===== src/rtl/product_acc_pkg.sv =====
// Shared types, default widths and helpers for the product accumulator.
// Build option: SATURATE_EN selects clamping instead of wrap-around on overflow.
package product_acc_pkg;

    typedef enum logic [1:0] {
        IDLE  = 2'd0,
        ACCUM = 2'd1,
        DONE  = 2'd2
    } state_t;

    localparam int PROD_W_DEF = 16;
    localparam int ACC_W_DEF  = 24;
    localparam int CNT_W_DEF  = 8;

    localparam logic [ACC_W_DEF-1:0] ACC_MAX = {1'b0, {(ACC_W_DEF-1){1'b1}}};
    localparam logic [ACC_W_DEF-1:0] ACC_MIN = {1'b1, {(ACC_W_DEF-1){1'b0}}};

    // Works for any w in 1..64, including w equal to the destination width.
    function automatic logic [63:0] sext_prod(input logic [63:0] p, input int unsigned w);
        logic signed [63:0] s;
        s = $signed(p << (64 - w));
        return s >>> (64 - w);
    endfunction

endpackage


===== src/rtl/acc_add_sat.sv =====
// Signed W-bit adder with overflow flag; clamps to the signed range when SATURATE_EN is defined.
module acc_add_sat
    import product_acc_pkg::*;
#(
    parameter int W = ACC_W_DEF
) (
    input  logic [W-1:0] a,
    input  logic [W-1:0] b,
    output logic [W-1:0] sum,
    output logic         ovf
);

    logic [W-1:0] raw;

    assign raw = a + b;
    assign ovf = (a[W-1] == b[W-1]) && (raw[W-1] != a[W-1]);

`ifdef SATURATE_EN
    localparam logic [W-1:0] SAT_MAX = {1'b0, {(W-1){1'b1}}};
    localparam logic [W-1:0] SAT_MIN = {1'b1, {(W-1){1'b0}}};

    // Both operands share a sign on overflow, so a's sign picks the rail.
    assign sum = ovf ? (a[W-1] ? SAT_MIN : SAT_MAX) : raw;
`else
    assign sum = raw;
`endif

endmodule


===== src/rtl/product_accumulator.sv =====
// Accumulates a stream of signed products into one result per in_last-terminated group.
// Build option: SATURATE_EN (see acc_add_sat) clamps the running sum on overflow.
module product_accumulator
    import product_acc_pkg::*;
#(
    parameter int PROD_W = PROD_W_DEF,
    parameter int ACC_W  = ACC_W_DEF,
    parameter int CNT_W  = CNT_W_DEF
) (
    input  logic              clk,
    input  logic              rst_n,
    input  logic              in_valid,
    output logic              in_ready,
    input  logic [PROD_W-1:0] in_prod,
    input  logic              in_last,
    output logic              out_valid,
    input  logic              out_ready,
    output logic [ACC_W-1:0]  out_acc,
    output logic [CNT_W-1:0]  out_count,
    output logic              out_ovf
);

    state_t             state_q, state_d;
    logic [ACC_W-1:0]   acc_q, acc_d;
    logic [CNT_W-1:0]   count_q, count_d;
    logic               ovf_q, ovf_d;
    logic               out_valid_q, out_valid_d;
    logic [ACC_W-1:0]   out_acc_q, out_acc_d;
    logic [CNT_W-1:0]   out_count_q, out_count_d;
    logic               out_ovf_q, out_ovf_d;

    logic               beat;
    logic               first;
    logic [ACC_W-1:0]   add_a;
    logic [ACC_W-1:0]   prod_ext;
    logic [ACC_W-1:0]   add_sum;
    logic               add_ovf;
    logic [CNT_W-1:0]   count_inc;

    assign in_ready  = (state_q != DONE);
    assign beat      = in_valid && in_ready;
    assign first     = (state_q == IDLE);
    // The first beat loads rather than adds, so feed zero instead of the stale sum.
    assign add_a     = first ? '0 : acc_q;
    assign prod_ext  = ACC_W'(sext_prod(64'(in_prod), PROD_W));
    assign count_inc = (count_q == '1) ? count_q : count_q + CNT_W'(1);

    acc_add_sat #(.W(ACC_W)) u_add (
        .a   (add_a),
        .b   (prod_ext),
        .sum (add_sum),
        .ovf (add_ovf)
    );

    always_comb begin
        state_d     = state_q;
        acc_d       = acc_q;
        count_d     = count_q;
        ovf_d       = ovf_q;
        out_valid_d = out_valid_q;
        out_acc_d   = out_acc_q;
        out_count_d = out_count_q;
        out_ovf_d   = out_ovf_q;

        case (state_q)
            IDLE, ACCUM: begin
                if (beat) begin
                    acc_d   = add_sum;
                    count_d = first ? CNT_W'(1) : count_inc;
                    ovf_d   = first ? add_ovf : (ovf_q | add_ovf);
                    if (in_last) begin
                        state_d     = DONE;
                        out_valid_d = 1'b1;
                        out_acc_d   = add_sum;
                        out_count_d = count_d;
                        out_ovf_d   = ovf_d;
                    end else begin
                        state_d = ACCUM;
                    end
                end
            end
            DONE: begin
                if (out_ready) begin
                    state_d     = IDLE;
                    out_valid_d = 1'b0;
                end
            end
            default: state_d = IDLE;
        endcase
    end

    always_ff @(posedge clk or negedge rst_n) begin
        if (!rst_n) begin
            state_q     <= IDLE;
            acc_q       <= '0;
            count_q     <= '0;
            ovf_q       <= 1'b0;
            out_valid_q <= 1'b0;
            out_acc_q   <= '0;
            out_count_q <= '0;
            out_ovf_q   <= 1'b0;
        end else begin
            state_q     <= state_d;
            acc_q       <= acc_d;
            count_q     <= count_d;
            ovf_q       <= ovf_d;
            out_valid_q <= out_valid_d;
            out_acc_q   <= out_acc_d;
            out_count_q <= out_count_d;
            out_ovf_q   <= out_ovf_d;
        end
    end

    assign out_valid = out_valid_q;
    assign out_acc   = out_acc_q;
    assign out_count = out_count_q;
    assign out_ovf   = out_ovf_q;

endmodule


===== config.mk =====
export PLATFORM = sky130hd
export DESIGN_NAME = product_accumulator
export DESIGN_NICKNAME = d
export VERILOG_FILES = /design/src/rtl/product_acc_pkg.sv /design/src/rtl/acc_add_sat.sv /design/src/rtl/product_accumulator.sv
export SDC_FILE = /design/constraint.sdc
export NUM_CORES = 1
export LEC_CHECK = 0
export CAP_MARGIN = 0
export CORE_AREA = 2 2 101 113
export CTS_CLUSTER_DIAMETER = 40
export DETAILED_ROUTE_END_ITERATION = 10
export DIE_AREA = 0 0 103 115
export PLACE_DENSITY = 0.63
export SKIP_LAST_GASP = 1
export SLEW_MARGIN = 20
export SYNTH_ARGS = -nofsm -noshare
export SYNTH_HDL_FRONTEND = slang
export SYNTH_SLANG_ARGS = --single-unit
export TNS_END_PERCENT = 1

===== constraint.sdc =====
create_clock -name clk -period 9 [get_ports clk]
set_input_delay 1.8 -clock clk [delete_from_list [all_inputs] [get_ports clk]]
set_output_delay 1.8 -clock clk [all_outputs]
set_load 0.03 [all_outputs]

# == Yosys cells after proc, flatten, opt, wreduce, memory -nomap -nowiden ==
# Cells that the tools add are included.
# W data, S select, Z words.
# word_totals
regBits,69
in_bits,21
output_inout_bits,35
# op_classes
n_addsub,2
n_eq_ne,9
n_mux,12
n_bitwise,1
reduce_logical,9
# ops
operator,n
$add A24 B24 Y24,1
$mux W24,1
$mux W8,2
$add A8 B1 Y8 const B,1
$eq A8 B8 Y1 const B,1
$ne A2 B2 Y1 const B,4
$mux W2,3
$mux W1,4
$pmux W2 S2,1
$reduce_and A2 Y1,2
$reduce_and A4 Y1,1
$reduce_and A3 Y1,1
$eq A2 B1 Y1 const B,1
$eq A2 B2 Y1 const B,1
$logic_and A1 B1 Y1,2
$logic_not A2 Y1,1
$pmux W1 S2,1
$reduce_bool A2 Y1,1
$reduce_or A2 Y1,1
$eq A1 B1 Y1,1
$ne A1 B1 Y1,1
$or A1 B1 Y1,1

# == Logic depth before layout (Yosys ltp) ==
# Gate-level depths: netlist of the first run.
# logic_depth
depth_word,7
ltp_mapped,13
depth_no_buf,11

# == Cells and area by module ==
# From an unflattened synthesis of the first run, not the netlist that was laid out.
# unflattened
hier_cells,400
hier_area_um2,4295.4
# by_module_without_submodules
mod,n_inst,cells_each,area_per_inst_um2
product_accumulator,1,237,3091.7
acc_add_sat,1,163,1203.7

# == Worst setup path before layout of the first run ==
# OpenSTA, ideal clock, no wires.
# synth_path
path_type,input -> register
from,in in_prod[0]
to,reg acc_q[16]
arrival_ps,3767
slack_ps,5107
cell_stages,9
n_path_buf,0
path_cell_list,ha_1 > fa_1 > a21oi_1 > o211ai_1 > a221oi_2 > o21bai_1 > a21oi_1 > nor4_1 > a311o_1
# synth_via
elab_chain_cells,1
# synth_rtl
item,line_no,rtl
from (decl),product_accumulator.sv:14,"input logic [PROD_W-1:0] in_prod,"
$add A24 B24 Y24,acc_add_sat.sv:15,assign raw = a + b;
to (signal assigned),product_accumulator.sv:95,acc_q <= '0;
to (signal assigned),product_accumulator.sv:104,acc_q <= acc_d;
to (decl),product_accumulator.sv:24,"logic [ACC_W-1:0] acc_q, acc_d;"
# Every way passes these cells.
# A chain may end at the register's enable or synchronous reset.

# == Worst setup path in the final report of the first run ==
# layout_path
from,in in_prod[15]
to,reg acc_q[23]
# The elaborated chain is that of the path after synthesis.

==> summary.md, run 1 <==
| Metric | Value |
|---|---|
| WS Path Type | in2reg |
| Placement Cell Area | 0.00482 mm² |
| Final Cycle Share | 50.3% |
| CP top delay family | simple AND/OR/NAND/NOR gates |
| Clock root cell | clkbuf_16 |
| Post-synth EDFFs | 0 |
| Largest net degree at the start of global routing | 70 |
| Mapped cell area | 0.00418 mm² |
| Least-Margin Pin Slew | 1030 ps |
| Simple-gate share of the synthesized area | 21.5% |
| Die Y | 115 µm |
| CTS resizes | 0 |
| Die width | 103 µm |
| Starting density of the core | 39.0% |
| Max clock buf depth | 2 |
| Syn Area/Cell | 8.76 µm² |
| VDD IR max | 0.129 mV |
| Worst Path Arrival | 4740 ps |
| Sequential share of power | 30.7% |
| Crit path time final | 4530 ps |
| PwrDens | 319 mW/mm² |
| Gr usage total | 18.1% |
| Detailed-route wire length | 9920 µm |
| Sequential area share after synthesis | 41.3% |
| Post-CTS setup buffers | 0 |
| CTS tree | done |
| #FFs+latches synth | 69 |
| Core Area | 0.0107 mm² |
| Fin area | 0.00511 mm² |
| Syn Nets | 523 |
| Share of post-route cells with drive strength above 1 | 5.14% |
| Synthesis Warnings | 0 |
| Final Hold Fails | 0 |
| Clock Skews | 6.16 ps |
| Largest family of logic cells by synthesized area | simple AND/OR/NAND/NOR gates |
| Htree depth | 3 |
| RSZ-0062 raised after global routing | no |
| Asr flop ratio synth | 100% |
| Post-DR wirelength/cell | 14.8 µm |
| CTS Sinks | 69 |
| Mux contribution to synthesized area | 1.20% |
| Internal Power | 0.000974 W |
| I/O pin total | 56 |
| Buffers added on ports | 55 |
| Crit path launch type | input pin |
| Fin. max-slew vios | 0 |
| Ys flop type | dfrtp_1 |
| Die area | 0.0118 mm² |
| Reg2Reg Depth | 11 |
| Max Cap Violations | 0 |
| Worst setup EP type | flip-flop |
| Achievable Freq | 0.221 GHz |
| CTS Buf Count | 9 |
| Via Count | 3,578 |
| CTS Hold Bufs | 0 |
| Post-synthesis cell count | 477 |
| # rows | 40 |
| Vias in the first global route | 3,725 |
| Net Sw Frac | 40.3% |
| R2r setup slk | 5300 ps |
| Grt total ovfl | 0 |
| Critical Path Most Common Cell | nand4_1 |
| Xor-xnor portion of the synthesized cell area | 5.03% |
| Synth cell types | 50 |
| Iter 0 DRT Violations | 150 |
| Setup TNS | 0 ps |
| Initial antenna violation count | 0 |
| Critical path peak fanout | 13 |
| Post-DP HPWL | 6790 µm |
| CP max stage delay | 660 ps |
| DR pass1 iterations | 4 |
| Synth Area in Compound Gates | 20.1% |
| Vias per cell | 5.32 |
| Psw | 0.000659 W |
| Clk Latency, worst-skew pair | 340 ps |
| First-pass GRT wire length | 17,000 µm |
| Hold Crit Depth | 2 |
| Synth Area in Adders | 7.66% |
| Worst Path Buf+Inv | 1 |
| Hold Slack | 469 ps |
| Clk pin slew, worst setup/hold paths | 60 ps |
| Clock Power Share | 21.6% |
| Antenna-violating nets left | 0 |
| Drc violations | 0 |
| Status | completed |
| Final setup vio count | 0 |
| WP depth | 9 |
| Leak | 2.26 nW |
| Placer congestion estimate | 0.832 |
| Critical-path cell list | clkdlybuf4s50_1 > ha_1 > and3_1 > nand4_1 > or4_4 > nand4_1 > nor3b_2 > nor2_1 > a221o_1 |
| # diodes | 0 |
| Hold/Removal Path Class | reg2reg |
| Max-slew headroom | 31.3% |
| Layout area overhead | 22.4% |
| Layout Nets | 566 |
| WP data required | 9220 ps |
| Comb pwr share | 47.7% |
| Slowest CP cell | clkdlybuf4s50_1 |
==> logic make-up after synthesis <==
| kind of cell | Yosys count |
|---|---|
| muxes | 5 |
| xor gates and xnor gates | 24 |
| and+or+nand+nor | 184 |
| buffers and inverters | 32 |
| AOI/OAI and AO/OA | 138 |
| adders and majority gates | 25 |
| DFF | 69 |
==> per-stage QoR <==
stage / cells / total power [W] / worst slack (ps) / utilization (%)
floorplan: 477 / 0.00103 / 5110 / -
global placement: 656 / 0.00127 / 4210 / 45.0
detailed placement: 656 / 0.00129 / 4140 / 45.0
CTS: 672 / 0.00165 / 4480 / 47.8
global route: 672 / 0.00175 / 4230 / 47.8
finish: 672 / 0.00163 / 4470 / 47.8
==> routing by layer <==
layer / GRT usage (%) / wire [µm]
met5: 0 / 0
met4: 7.63 / 189
met3: 4.01 / 368
met2: 30.4 / 4930
met1: 22.1 / 4440
==> power by group through the flow <==
stage               sequential (W)  combinational [W]  clock (W)
global route              0.000520           0.000862   0.000372
detailed placement        0.000507           0.000780          0
floorplan                 0.000614           0.000420          0
finish                    0.000501           0.000780   0.000352
CTS                       0.000504           0.000784   0.000360
global placement          0.000502           0.000764          0
==> state kept, by name, indices dropped and copies added (netlist names) <==
signal / cells
acc_q: 24
out_ovf: 1
out_count: 8
state_q: 2
out_valid: 1
out_acc: 24
ovf_q: 1
count_q: 8
==> layout make-up <==
cell class              instances  area, µm²
clock buffers                  12        246
repair buffers                 57        561
well taps                     147        184
flip-flops and latches         69       1730
multi-input cells             376       2320
fillers                      1097       5600
clock inverters                 4       47.5
inverters                       7       26.3
==> cells in the final DEF (no fill, tap or decap), drive strengths merged, types with 2 or more instances in the layout <==
cell	netlist	routed
nand2	79	79
dfrtp	69	69
o21ai	61	61
clkdlybuf4s50	0	54
and2	29	29
a21oi	28	28
ha	24	24
nor2	20	20
nand3	16	16
xnor2	13	13
a21o	12	12
clkbuf	20	12
xor2	11	11
nand4	8	8
a31oi	8	8
inv	7	7
nor3	6	6
a211oi	5	5
and3	5	5
mux2i	5	5
or2	4	4
nand2b	3	3
nor2b	3	3
o21bai	3	3
o31ai	3	3
or4	3	3
buf	5	3
o211ai	2	2
and4	2	2
or3	2	2
o311ai	2	2
a311o	2	2
clkinv	0	2
a221oi	2	2
nor3b	2	2
==> worst reg2reg max path, delay by kind of cell (launching register included) <==
kind | cells | cell delay (ps)
XOR/XNOR | 1 | 210
AO/OA/AOI/OAI | 6 | 1490
AND/OR/NAND/NOR | 2 | 820
adder cells (fa/ha/maj) | 2 | 610
flip-flops | 1 | 420
==> cells in the mapped netlist, types with 3 or more instances <==
cell type	n	share of area (%)
a211oi_1	5	0.90
o21bai_1	3	0.54
a31oi_1	8	1.2
o31ai_1	3	0.54
xnor2_1	13	2.7
dfrtp_1	69	41
nand3_1	16	1.9
mux2i_1	5	1.2
ha_1	24	7.2
nand4_1	8	1.2
and2_1	29	4.3
a21oi_1	28	3.4
and3_1	5	0.75
or2_2	4	0.60
clkbuf_1	20	1.8
nand2b_1	3	0.45
nand2_1	79	7.1
inv_1	7	0.63
buf_2	3	0.36
nor2b_1	3	0.45
xor2_1	11	2.3
a21o_1	12	2.2
nor3_1	6	0.72
o21ai_0	61	7.3
nor2_1	20	1.8
==> final timing paths <==
kind / startpoint / endpoint
min reg2reg: acc_q[1] / acc_q[1]
max reg2reg: state_q[1] / out_acc[20]
min: acc_q[1] / acc_q[1]
max in group asynchronous: rst_n / acc_q[8]
max: in_prod[15] / acc_q[23]
min in group asynchronous: rst_n / out_acc[5]
No activity file was read; power rests on OpenSTA's default activity.
==> inputs of run 2 (changes only) <==
clock period = 4.55 ns   (was 9 ns; I/O delays follow)
==> run 2 against run 1 <==
  * Clock power rose by 91%
  * Via count fell by 1.6%
  * Combinational power rose by 99%
  * Critical endpoint is now acc_q[20]
  * Highest routed layer unchanged
  * Die area did not move
  * Global-route usage fell by 0.64 points
==> summary.md, run 2 (synthesized netlist as in run 1, its figures left out) <==
| Metric | Value |
|---|---|
| Status | completed |
| WL met2 | 4670 µm (-5.2%) |
| Placement Cell Area | 0.00484 mm² (+0.47%) |
| Metal3 WL | 361 µm (-1.9%) |
| Most common cell after layout, fill and taps aside | nand2_1 |
| CTS tree | done |
| Setup TNS | 0 ps (unchanged) |
| Non-filler cells in the finished layout | 673 (+0.15%) |
| Clock Skews | 6.63 ps (+0.471 ps) |
| Post-Route M1 WL | 4520 µm (+1.8%) |
| Fillers | 1,064 (-3.0%) |
| Iter 0 DRT Violations | 135 (-10%) |
| Die area | 0.0118 mm² (unchanged) |
| Fin area | 0.00512 mm² (+0.20%) |
| Crit path launch type | flip-flop |
| Share of post-route cells with drive strength above 1 | 5.32% (+0.18 points) |
| Starting density of the core | 39.0% (unchanged) |
| Post-CTS setup buffers | 0 (unchanged) |
| Crit path time final | 3700 ps |
| Most frequent cells in the layout | nand2_1, dfrtp_1, o21ai_0 |
| WS Path Type | reg2reg |
| Die width | 103 µm (unchanged) |
| Via Count | 3,521 (-1.6%) |
| # rows | 40 (unchanged) |
| Top layer in use | met4 |
| Least-Margin Pin Slew | 770 ps (-256 ps) |
| CTS Sinks | 69 (unchanged) |
| DR pass1 iterations | 4 (unchanged) |
| Final Cycle Share | 81.4% |
| Leak | 2.27 nW (+0.44%) |
| CTS Buf Count | 9 (unchanged) |
| Placer congestion estimate | 0.841 (+1.1%) |
| Detailed-route wire length | 9740 µm (-1.8%) |
| Clk Latency, worst-skew pair | 330 ps (about the same) |
| Buffers added on ports | 55 (unchanged) |
| Max clock buf depth | 2 (unchanged) |
| Max-slew headroom | 48.7% (+17 points) |
| Clk pin slew, worst setup/hold paths | 50 ps (about the same) |
| Max Cap Violations | 0 (unchanged) |
| Placed cell count | 659 (+0.46%) |
| Hold Slack | 469 ps (+0.297 ps) |
| Post-DP HPWL | 7070 µm (+4.1%) |
| Post-DR wirelength/cell | 14.5 µm (-2.0%) |
| Worst Path Arrival | 3890 ps (-850 ps) |
| First-pass GRT wire length | 16,300 µm (-4.4%) |
| Die Y | 115 µm (unchanged) |
| Clock root cell | clkbuf_16 |
| I/O pin total | 56 (unchanged) |
| CTS resizes | 0 (unchanged) |
| Largest net degree at the start of global routing | 40 (-43%) |
| Layout Nets | 569 (+0.53%) |
| Final Hold Fails | 0 (unchanged) |
| # diodes | 0 (unchanged) |
| Htree depth | 3 (unchanged) |
| VDD IR max | 0.223 mV (+72%) |
| Critical path peak fanout | 30 (+17) |
| Gr usage total | 17.4% (-0.64 points) |
| Vias in the first global route | 3,397 (-8.8%) |
| Core Util, Final | 47.9% (+0.094 points) |
| Initial antenna violation count | 0 (unchanged) |
| RSZ-0062 raised after global routing | no |
| PwrDens | 626 mW/mm² (+96%) |
| Fin. max-slew vios | 0 (unchanged) |
| Hold/Removal Path Class | reg2reg |
| Worst setup EP type | flip-flop |
| CTS Hold Bufs | 0 (unchanged) |
| WP data required | 4740 ps (-4480 ps) |
| Layout area overhead | 22.6% |
| Antenna-violating nets left | 0 (unchanged) |
| Final setup vio count | 0 (unchanged) |
| Core Area | 0.0107 mm² (unchanged) |
| Vias per cell | 5.23 (-1.7%) |
| Drc violations | 0 (unchanged) |
| Grt total ovfl | 0 (unchanged) |
| Achievable Freq | 0.270 GHz |
[run 2: cell types whose count changed in the layout (fill, tap and decap cells not counted)]
cell        change
buf_4           +3
clkinv_2        -1
clkinvlp_4      -1
[run 2: per-layer routing]
layer	GRT usage, %	vias up
li1	-	1787
met1	22.5	1651
met2	28.2	69
met3	4.26	14
met4	6.49	0
met5	0	-
[run 2: through the flow]
step / power [W] / worst slack, ps
global placement: 0.00251 / 693
floorplan: 0.00205 / 1390
finish: 0.00321 / 846
detailed placement: 0.00255 / 648
global route: 0.00344 / 512
CTS: 0.00324 / 896
[run 2: critical path, stage by stage, from the launching register on]
cell and delay (ps):
dfrtp_1 420, or2_2 540, and2_1 260, ha_1 210, fa_1 420, a21oi_1 180
o211ai_1 200, a221oi_2 440, o21ai_0 290, a31oi_1 290, xor2_1 200, o21ai_0 90
[run 2: path summary, 6_finish.rpt]
kind / depth (start not counted) / start / endpoint / slack [ps]
worst max-delay path: 11 / state_q[1] / acc_q[20] / 850
worst min register to register: 2 / acc_q[6] / acc_q[6] / 470
max in group asynchronous: 2 / rst_n / out_count[7] / 2960
min in group asynchronous: 1 / rst_n / out_acc[5] / 650
worst max register to register: 11 / state_q[1] / acc_q[20] / 850
worst min-delay path: 2 / acc_q[6] / acc_q[6] / 470
[run 2: power by group]
part	switching (W)	internal, W
logic	0.000910	0.000639
registers	0.000133	0.000855
clock network	0.000241	0.000432
[run 2: layout make-up]
type | count | area (µm²) | area share, %
Clock buffer | 12 | 246 | 4.81
Clock inverter | 2 | 35.0 | 0.684
Inverter | 7 | 26.3 | 0.513
Multi-Input combinational cell | 376 | 2320 | 45.3
Sequential cell | 69 | 1730 | 33.7
Tap cell | 147 | 184 | 3.59
Timing Repair Buffer | 60 | 583 | 11.4
